`src/rtl/serdes_pkg.sv`:
```
// Shared types and sizing helpers for the framed serial receiver.
package serdes_pkg;

    typedef enum logic [1:0] {
        HUNT   = 2'd0,
        VERIFY = 2'd1,
        LOCKED = 2'd2
    } state_t;

    localparam logic [7:0] SYNC_WORD_DEFAULT = 8'hA5;

    // Bits needed to hold the values 0..max_value, never less than one.
    function automatic int cnt_width(input int max_value);
        return (max_value < 2) ? 1 : $clog2(max_value + 1);
    endfunction

endpackage

```
`src/rtl/serdes_rx_shift.sv`:
```
// Serial-to-parallel window with selectable insert direction and sync-word compare.
module serdes_rx_shift
    import serdes_pkg::*;
#(
    parameter int                    DATA_WIDTH     = 8,
    parameter bit                    MSB_FIRST      = 1'b1,
    parameter logic [DATA_WIDTH-1:0] SYNC_WORD      = DATA_WIDTH'(SYNC_WORD_DEFAULT),
    parameter bit                    TAP_POST_SHIFT = 1'b1
) (
    input  logic                  clk,
    input  logic                  rst,
    input  logic                  shift_en,
    input  logic                  bit_in,
    output logic [DATA_WIDTH-1:0] word,
    output logic                  sync_match
);

    logic [DATA_WIDTH-1:0] window;
    logic [DATA_WIDTH-1:0] window_next;

    always_comb begin
        if (MSB_FIRST) window_next = {window[DATA_WIDTH-2:0], bit_in};
        else           window_next = {bit_in, window[DATA_WIDTH-1:1]};
    end

    // The compare looks at the window including the bit arriving this cycle.
    assign sync_match = (window_next == SYNC_WORD);
    assign word       = TAP_POST_SHIFT ? window_next : window;

    // NOTE: registered state uses non-blocking assignments so every flop samples pre-edge values.
    always_ff @(posedge clk or posedge rst) begin
        if (rst)           window <= '0;
        else if (shift_en) window <= window_next;
    end

endmodule

```
`src/rtl/serdes_frame_aligner_rx.sv`:
```
// Sync-word hunter, frame flywheel and single-entry output stage for a framed bitstream.
// Define SERDES_FRAME_ALIGNER_PARITY_EN for an even-parity bit after every payload word.
module serdes_frame_aligner_rx
    import serdes_pkg::*;
#(
    parameter int                    DATA_WIDTH   = 8,
    parameter bit                    MSB_FIRST    = 1'b1,
    parameter logic [DATA_WIDTH-1:0] SYNC_WORD    = DATA_WIDTH'(SYNC_WORD_DEFAULT),
    parameter int                    FRAME_WORDS  = 4,
    parameter int                    LOCK_COUNT   = 3,
    parameter int                    UNLOCK_COUNT = 2
) (
    input  logic                  clk,
    input  logic                  rst,
    input  logic                  enable,
    input  logic                  bit_valid,
    input  logic                  serial_in,
    input  logic                  resync,
    output logic [DATA_WIDTH-1:0] m_data,
    output logic                  m_valid,
    input  logic                  m_ready,
    output logic                  m_sof,
    output logic                  locked,
    output logic                  overflow
`ifdef SERDES_FRAME_ALIGNER_PARITY_EN
    ,
    output logic                  parity_err
`endif
);

`ifdef SERDES_FRAME_ALIGNER_PARITY_EN
    localparam int PAR_BITS = 1;
`else
    localparam int PAR_BITS = 0;
`endif

    localparam int SLOT_BITS   = DATA_WIDTH + PAR_BITS;
    localparam int BIT_CNT_W   = cnt_width(SLOT_BITS - 1);
    localparam int WORD_CNT_W  = cnt_width(FRAME_WORDS);
    localparam int MATCH_CNT_W = cnt_width(LOCK_COUNT);
    localparam int MISS_CNT_W  = cnt_width(UNLOCK_COUNT);

    localparam logic [BIT_CNT_W-1:0]   SYNC_LAST     = BIT_CNT_W'(DATA_WIDTH - 1);
    localparam logic [BIT_CNT_W-1:0]   PAYLOAD_LAST  = BIT_CNT_W'(SLOT_BITS - 1);
    localparam logic [WORD_CNT_W-1:0]  LAST_WORD     = WORD_CNT_W'(FRAME_WORDS);
    localparam logic [WORD_CNT_W-1:0]  FIRST_WORD    = WORD_CNT_W'(1);
    localparam logic [MATCH_CNT_W-1:0] LOCK_TARGET   = MATCH_CNT_W'(LOCK_COUNT);
    localparam logic [MISS_CNT_W-1:0]  UNLOCK_TARGET = MISS_CNT_W'(UNLOCK_COUNT);

    state_t                  state;
    logic [BIT_CNT_W-1:0]    bit_cnt;
    logic [WORD_CNT_W-1:0]   word_cnt;
    logic [MATCH_CNT_W-1:0]  match_cnt;
    logic [MISS_CNT_W-1:0]   miss_cnt;

    logic                  consume;
    logic                  in_sync_slot;
    logic                  slot_end;
    logic                  word_done;
    logic                  sync_match;
    logic [DATA_WIDTH-1:0] word;

    assign consume      = enable && bit_valid && !resync;
    assign in_sync_slot = (word_cnt == '0);
    assign slot_end     = (bit_cnt == (in_sync_slot ? SYNC_LAST : PAYLOAD_LAST));
    assign word_done    = consume && (state == LOCKED) && !in_sync_slot && slot_end;

    // With parity the slot ends on the parity bit, so the word is the window before that shift.
    serdes_rx_shift #(
        .DATA_WIDTH     (DATA_WIDTH),
        .MSB_FIRST      (MSB_FIRST),
        .SYNC_WORD      (SYNC_WORD),
        .TAP_POST_SHIFT (PAR_BITS == 0)
    ) u_shift (
        .clk        (clk),
        .rst        (rst),
        .shift_en   (consume),
        .bit_in     (serial_in),
        .word       (word),
        .sync_match (sync_match)
    );

    always_ff @(posedge clk or posedge rst) begin
        if (rst) begin
            state     <= HUNT;
            locked    <= 1'b0;
            bit_cnt   <= '0;
            word_cnt  <= '0;
            match_cnt <= '0;
            miss_cnt  <= '0;
        end else if (resync) begin
            state     <= HUNT;
            locked    <= 1'b0;
            bit_cnt   <= '0;
            word_cnt  <= '0;
            match_cnt <= '0;
            miss_cnt  <= '0;
        end else if (consume) begin
            if (state == HUNT) begin
                if (sync_match) begin
                    bit_cnt   <= '0;
                    word_cnt  <= FIRST_WORD;
                    match_cnt <= MATCH_CNT_W'(1);
                    miss_cnt  <= '0;
                    if (LOCK_COUNT == 1) begin
                        state  <= LOCKED;
                        locked <= 1'b1;
                    end else begin
                        state  <= VERIFY;
                    end
                end
            end else if (slot_end) begin
                bit_cnt  <= '0;
                word_cnt <= (word_cnt == LAST_WORD) ? '0 : word_cnt + 1'b1;
                if (in_sync_slot) begin
                    // Losing the frame: later assignments here override the flywheel advance above.
                    if (state == VERIFY) begin
                        if (!sync_match) begin
                            state     <= HUNT;
                            bit_cnt   <= '0;
                            word_cnt  <= '0;
                            match_cnt <= '0;
                        end else begin
                            match_cnt <= match_cnt + 1'b1;
                            if (match_cnt + 1'b1 == LOCK_TARGET) begin
                                state    <= LOCKED;
                                locked   <= 1'b1;
                                miss_cnt <= '0;
                            end
                        end
                    end else begin
                        if (sync_match) begin
                            miss_cnt <= '0;
                        end else if (miss_cnt + 1'b1 == UNLOCK_TARGET) begin
                            state     <= HUNT;
                            locked    <= 1'b0;
                            bit_cnt   <= '0;
                            word_cnt  <= '0;
                            match_cnt <= '0;
                            miss_cnt  <= '0;
                        end else begin
                            miss_cnt <= miss_cnt + 1'b1;
                        end
                    end
                end
            end else begin
                bit_cnt <= bit_cnt + 1'b1;
            end
        end
    end

    // Single-entry output stage: a load into an unaccepted full register is dropped.
    always_ff @(posedge clk or posedge rst) begin
        if (rst) begin
            m_data     <= '0;
            m_valid    <= 1'b0;
            m_sof      <= 1'b0;
            overflow   <= 1'b0;
`ifdef SERDES_FRAME_ALIGNER_PARITY_EN
            parity_err <= 1'b0;
`endif
        end else begin
            overflow <= 1'b0;
            if (word_done) begin
                if (!m_valid || m_ready) begin
                    m_data  <= word;
                    m_valid <= 1'b1;
                    m_sof   <= (word_cnt == FIRST_WORD);
`ifdef SERDES_FRAME_ALIGNER_PARITY_EN
                    parity_err <= ^{word, serial_in};
`endif
                end else begin
                    overflow <= 1'b1;
                end
            end else if (m_valid && m_ready) begin
                m_valid <= 1'b0;
            end
        end
    end

endmodule

```
`config.mk`:
```
export PLATFORM = sky130hd
export DESIGN_NAME = serdes_frame_aligner_rx
export DESIGN_NICKNAME = d
export VERILOG_FILES = /design/src/rtl/serdes_pkg.sv /design/src/rtl/serdes_rx_shift.sv /design/src/rtl/serdes_frame_aligner_rx.sv
export SDC_FILE = /design/constraint.sdc
export NUM_CORES = 1
export LEC_CHECK = 0
export BUFFER_PORTS_ARGS = -buffer_cell sky130_fd_sc_hd__buf_2
export CAP_MARGIN = 5
export CORE_MARGIN = 5
export CORE_UTILIZATION = 40
export DETAILED_ROUTE_END_ITERATION = 16
export GPL_ROUTABILITY_DRIVEN = 0
export PLACE_DENSITY = 0.58
export SYNTH_ARGS = -nofsm -noshare
export SYNTH_HDL_FRONTEND = slang
export SYNTH_SLANG_ARGS = --single-unit
```
`constraint.sdc`:
```
create_clock -name clk -period 5.65 [get_ports clk]
set_input_delay 0.565 -clock clk [delete_from_list [all_inputs] [get_ports clk]]
set_output_delay 0.565 -clock clk [all_outputs]
set_load 0.05 [all_outputs]
```
==> run metrics, run 1 <==
Final #Nets approximately 180; # setup viols final 0; setup TNS 0 ps; number of synthesis warnings 0; largest net degree at the start of global routing 32; Hold Vio Cnt, Final 0; Slew Viols, Final 0; startpoint types flop; Die Area roughly 5300 sq um; DP HPWL 2.20 mm; clock-pin slew on the worst setup and hold paths approximately 70 ps; Final Cycle Share a little over two fifths; Hold Path Class in2async; Tmin final approximately 2400 ps; Peak Freq roughly 410 MHz; CP Capture Type flop; Cell variety after synth 44; clock root cell clkbuf_8; area grow syn2layout 14.7%; Fillers approximately 370; Critical Path RT 5810 ps; post-CTS setup buffers 0; Die X approximately 73 microns; gr usage total 12.5%; max-cap check violation count 0; DRC errors left 0; Syn Inst Count about 140; number of synthesized flops with an enable pin 0; Max FO, Critical Path 9; DRT iter0 DRCs 29; RSZ-0062 raised after global routing false; first-pass iteration count of the detailed router 4; Clk Latency, worst-skew pair between 200 and 300 ps; leak pwr approximately 0.00087 uW; worst-case clock buffer depth 2; layout cells sized above 1 between 30% and 40%; CTS buffer count 5; #FFs+latches synth 31; ANT cells 0; post-DR vias/cell around 5.2; Mapped Area 1590 sq um; Top FF cell, synth dfrtp_1; die height approximately 73 microns; clk_skew around 8 ps; Post-Layout Cell Count ~210; Worst Setup Path Type reg2reg; status finished clean; Synth async-reset ratio 100%; total global routing overflow 0; Ports 19; Initial Util roughly 42%; Seq/Total Area, Yosys between 40% and 50%; port bufs 18; initial antenna violation count 0; Syn Nets roughly 160; Routed Antenna Nets 0; H-Tree Depth 2; syn_area_per_cell around 11 sq um; placed cells roughly 200; hold_buf cts 0; WL per Instance about 14 microns; pwr dens 292 nW/um^2; WP data arrival around 2600 ps; wirelength, routed 3.03 mm; CTS resizes 0; CTS Sinks 31; worst slew pin tran 655 ps; first-pass GRT wire length just over 5 mm; std cell rows 22; relative slew slack around 56%; worst vdd ir ~0.13 mV; CTS tree yes; vias in the first global route between 1,000 and 1,500; core area ~3700 sq um; vias 1,107
==> report_power, final <==
group	internal [uW]	leakage [uW]	switching, uW	total (uW)
sequential	244	0.000420	19.5	263
combinational	26.1	0.000387	20.4	46.4
clock	143	0.0000612	79.5	222
==> logic make-up (layout without fill, tap and decap cells) <==
| kind of cell | Yosys count | count (layout) | share of synthesized area, % |
|---|---|---|---|
| flip-flops | 31 | 31 | 48.9 |
| adder cells (fa/ha/maj) | 6 | 6 | 4.73 |
| buffers and inverters | 10 | 32 | 3.86 |
| AO/OA/AOI/OAI | 27 | 27 | 10.7 |
| multiplexers | 18 | 18 | 12.7 |
| AND/OR/NAND/NOR | 50 | 50 | 19.1 |
==> per-layer routing <==
| layer | GRT usage, % | wire, microns | vias up | part of all wire [%] |
|---|---|---|---|---|
| met2 | 20.5 | 1480 | 16 | 49 |
| met4 | 6.97 | 61 | 0 | 2.0 |
| met1 | 14.9 | 1380 | 538 | 46 |
| li1 | - | - | 546 | - |
| met3 | 2.89 | 106 | 7 | 3.5 |
| met5 | 0 | 0 | - | 0 |
==> cell usage after synthesis (2+ instances only) <==
library cell	instances	share of area [%]
or4_1	2	0.95
mux2_2	17	12
nand2b_1	3	1.2
o31ai_1	2	0.95
dfrtp_1	31	49
a31oi_1	2	0.79
o21ai_0	6	1.9
nand3b_1	3	1.4
a22oi_1	2	0.95
inv_1	5	1.2
nor2b_1	3	1.2
nor2_1	12	2.8
ha_1	6	4.7
nor3_1	3	0.95
buf_6	3	2.1
a21oi_1	7	2.2
and4bb_2	2	1.6
nand2_1	7	1.7
==> final cells by class <==
class / count / area (sq um) / share of cell area, %
clock buffers: 6 / 82.6 / 4.54
well taps: 48 / 60.1 / 3.30
multi-input cells: 101 / 749 / 41.2
repair buffers: 19 / 97.6 / 5.36
clock inverters: 2 / 35.0 / 1.93
flip-flops and latches: 31 / 776 / 42.6
inverters: 5 / 18.8 / 1.03
==> registers in the layout, indices dropped and copies added (netlist names) <==
signal and count:
m_valid 1, match_cnt 2, word_cnt 3, miss_cnt 2, m_sof 1, overflow 1, u_shift.window 7, bit_cnt 3
m_data 8, state 2, locked 1
==> per-stage QoR <==
step | total power [uW] | worst slack [ps] | utilization (%) | instance area, sq um | hold WS [ps]
floorplan | 298 | 3460 | - | 1590 | 475
global placement | 311 | 3080 | 45.5 | 1700 | 486
global route | 558 | 3120 | 48.6 | 1820 | 388
CTS | 539 | 3220 | 48.6 | 1820 | 365
finish | 532 | 3240 | 48.6 | 1820 | 357
detailed placement | 315 | 3020 | 45.5 | 1700 | 496
==> worst max-delay path, cell delays in order, from the launching register on <==
cell and delay, ps:
dfrtp_1 440, inv_1 70, ha_1 250, and2b_2 240, or4_4 530, nor2b_2 390
mux2_2 390
==> cell usage in the layout, fill, tap and decap left out, types with 2 or more instances in the layout <==
cell / count
a21oi_1: 7
a22oi_1: 2
a31oi_1: 2
and4bb_2: 2
buf_2: 18
clkbuf_8: 6
dfrtp_1: 31
ha_1: 6
inv_1: 5
mux2_2: 17
nand2_1: 7
nand2b_1: 3
nand3b_1: 3
nor2_1: 12
nor2b_1: 3
nor3_1: 3
o21ai_0: 6
o31ai_1: 2
or4_1: 2
==> path summary, 6_finish.rpt <==
check                       startpoint          to  slack, ps  depth (start not counted)
max                        word_cnt[0]   m_data[0]       3240                          6
min in group clk             m_data[5]   m_data[5]        510                          1
max in group asynchronous          rst  bit_cnt[1]       5000                          3
min                                rst   m_data[1]        360                          3
min reg2reg                  m_data[5]   m_data[5]        510                          1
max reg2reg                word_cnt[0]   m_data[0]       3240                          6
(Power assumes the default switching activity.)
==> run 2: changes to the inputs <==
--- a/config.mk
+++ b/config.mk
@@ -5,6 +5,7 @@
 export SDC_FILE = /design/constraint.sdc
 export NUM_CORES = 1
 export LEC_CHECK = 0
+export ABC_AREA = 1
 export BUFFER_PORTS_ARGS = -buffer_cell sky130_fd_sc_hd__buf_2
 export CAP_MARGIN = 5
 export CORE_MARGIN = 5
==> constraint.sdc (replaced) <==
create_clock -name clk -period 2.5 [get_ports clk]
set_input_delay 0.25 -clock clk [delete_from_list [all_inputs] [get_ports clk]]
set_output_delay 0.25 -clock clk [all_outputs]
set_load 0.05 [all_outputs]
==> run 2 against run 1 <==
Combinational power increased to 8.6 times the previous value. First-iteration DRC count increased to 2.7 times the previous value. Hold slack got worse by 320 ps. Critical path depth increased by 2. Synthesized cell count increased by 50%. Cell count increased by 35%. Critical path type unchanged.
==> run metrics, run 2 <==
Peak Freq 568 MHz (+37%); vias in the first global route 1,281 (+11%); worst reg2reg endpoint m_data[1]; initial antenna violation count 0 (unchanged); most instantiated cells after synthesis 70 x nand2_1, 31 x dfrtp_1, 30 x inv_1, 19 x nor2_1, 15 x o21ai_0; status finished clean; relative slew slack 70.0% (+14 points); area fraction of the dominant cell type after synthesis 46.6% (-2.3 points); RSZ-0062 raised after global routing false; setup TNS 0 ps (unchanged); Fillers 415 (+11%); H-Tree Depth 2 (unchanged); WL per Instance 11.1 microns (-22%); gr usage total 13.2% (+0.75 points); CTS Sinks 31 (unchanged); Hold Vio Cnt, Final 0 (unchanged); Synth async-reset ratio 100% (unchanged); Seq/Total Area, Yosys 46.6% (-2.3 points); WP data arrival 1920 ps (-650 ps); Final Cycle Share 70.4% (+28 points); most common cell in the synthesized netlist nand2_1; Die Area 5550 sq um (+4.2%); clock root cell clkbuf_8; largest net degree at the start of global routing 32 (unchanged); Slew Viols, Final 0 (unchanged); layout cells sized above 1 18.1% (-15 points); max-cap check violation count 0 (unchanged); worst vdd ir 0.276 mV (+110%); clock-pin slew on the worst setup and hold paths 70 ps (about the same); Max FO, Critical Path 19 (+10); total global routing overflow 0 (unchanged); storage element area 776 sq um (unchanged); ANT cells 0 (unchanged); Critical Path Slowest Stage Cell dfrtp_1; WHS 33.1 ps (-324 ps); Mapped Area 1660 sq um (+4.9%); worst slew pin tran 450 ps (-205 ps); reg2reg setup slack 740 ps (-2500 ps); Max stage delay on crit path 390 ps (-140 ps); Final #Nets 249 (+41%); syn_area_per_cell 7.81 sq um (-30%); hold_buf cts 0 (unchanged); CP Cell Sequence inv_1, ha_1, nand2_1, inv_1, nor3_2, nand3_2, nand2_1, o21ai_2; port bufs 18 (unchanged); CP Capture Type flop; clk_skew 6.83 ps (-1.32 ps); Syn Inst Count 213 (+50%); CTS resizes 0 (unchanged); first-pass iteration count of the detailed router 4 (unchanged); area grow syn2layout 16.0%; worst-case reg-to-reg path depth 8 (+2); main area contributors after synthesis dfrtp_1 47%, nand2_1 16%, inv_1 6.8%; wirelength, routed 3.18 mm (+5.2%); leak pwr 0.00105 uW (+21%); # setup viols final 0 (unchanged); commonest non-fill, non-tap cells in the layout 70 x nand2_1, 31 x dfrtp_1, 30 x inv_1; vias 1,383 (+25%); Critical Path RT 2660 ps (-3150 ps); core area 4030 sq um (+7.6%); #FFs+latches synth 31 (unchanged); DRT iter0 DRCs 78 (+170%); Worst Setup Path Type reg2reg; DRC errors left 0 (unchanged); post-CTS setup buffers 0 (unchanged); post-DR vias/cell 4.82 (-7.7%); Ports 19 (unchanged); Die X 74.5 microns (+2.1%); number of synthesis warnings 0 (unchanged); number of synthesized flops with an enable pin 0 (unchanged); CTS buffer count 5 (unchanged); Largest Register m_data; CTS tree yes; multi-input logic area 742 sq um (-1.0%); Syn Nets 226 (+46%); area leader, netlist dfrtp_1; max reg flops 8 (unchanged); Routed Antenna Nets 0 (unchanged); die height 74.5 microns (+2.1%); Tmin final 1760 ps (-653 ps); pwr dens 834 nW/um^2 (+190%); first-pass GRT wire length 5.59 mm (+10%); Top FF cell, synth dfrtp_1; Initial Util 41.3% (-1.1 points); largest registers m_data (8), u_shift.window (7); worst-case clock buffer depth 2 (unchanged); DP HPWL 2.43 mm (+10%); Clk Latency, worst-skew pair 280 ps (about the same); most common cell after layout, fill and taps aside nand2_1; worst r2r src word_cnt[0]; std cell rows 23 (+4.5%); startpoint types flop; Cell variety after synth 22 (-50%); Hold Path Class in2async
==> run 2: critical path, delay by kind of cell (launching register included) <==
kind | cells | cell delay [ps]
and+or+nand+nor | 4 | 840
DFF | 1 | 390
adders and majority gates | 1 | 200
buffers and inverters | 2 | 150
AOI/OAI and AO/OA | 1 | 60
==> run 2: layer usage <==
metal	routed length, microns	vias to the layer above	track usage, %
met5	0	-	0
met4	65	0	7.51
met3	172	7	4.32
met2	1350	28	18.7
met1	1600	630	17.6
li1	-	718	-
==> run 2: layout make-up <==
cell class              count  share of cell area (%)
clock inverters             2                    3.11
clock buffers               6                    3.76
multi-input cells         147                    38.4
flip-flops and latches     31                    40.2
well taps                  50                    3.24
repair buffers             19                    5.06
inverters                  32                    6.22
==> run 2: kinds of logic (layout without fill, tap and decap cells) <==
group | count (synthesis) | after routing | synth area share, %
AOI/OAI and AO/OA | 30 | 30 | 11.4
buffers and inverters | 35 | 59 | 8.80
and+or+nand+nor | 111 | 111 | 28.6
adders and majority gates | 6 | 6 | 4.51
DFF | 31 | 31 | 46.6
==> run 2: worst max-delay path by stage <==
| stage | start | endpoint | slack, ps | cells after the start |
|---|---|---|---|---|
| finish | word_cnt[0] | m_data[1] | 740 | 8 |
| global route | word_cnt[0] | m_data[3] | 580 | 8 |
| CTS | word_cnt[0] | m_data[1] | 710 | 8 |
| detailed placement | word_cnt[0] | m_data[1] | 720 | 8 |
| global placement | word_cnt[0] | m_data[3] | 780 | 8 |
| floorplan | bit_cnt[0] | miss_cnt[0] | 1040 | 10 |
==> run 2: report_power, final <==
group | internal (uW) | switching [uW]
sequential | 572 | 56.0
combinational | 128 | 271
clock | 398 | 185
==> run 2: stage by stage <==
step	utilization [%]	total power, uW	std cells	instance area [sq um]	setup slack (ps)
after floorplan	-	947	213	1660	1040
after global placement	44.6	1030	279	1800	779
after detailed placement	44.6	1040	279	1800	723
after CTS	47.9	1630	287	1930	708
after global routing	47.9	1730	287	1930	584
final	47.9	1610	287	1930	740
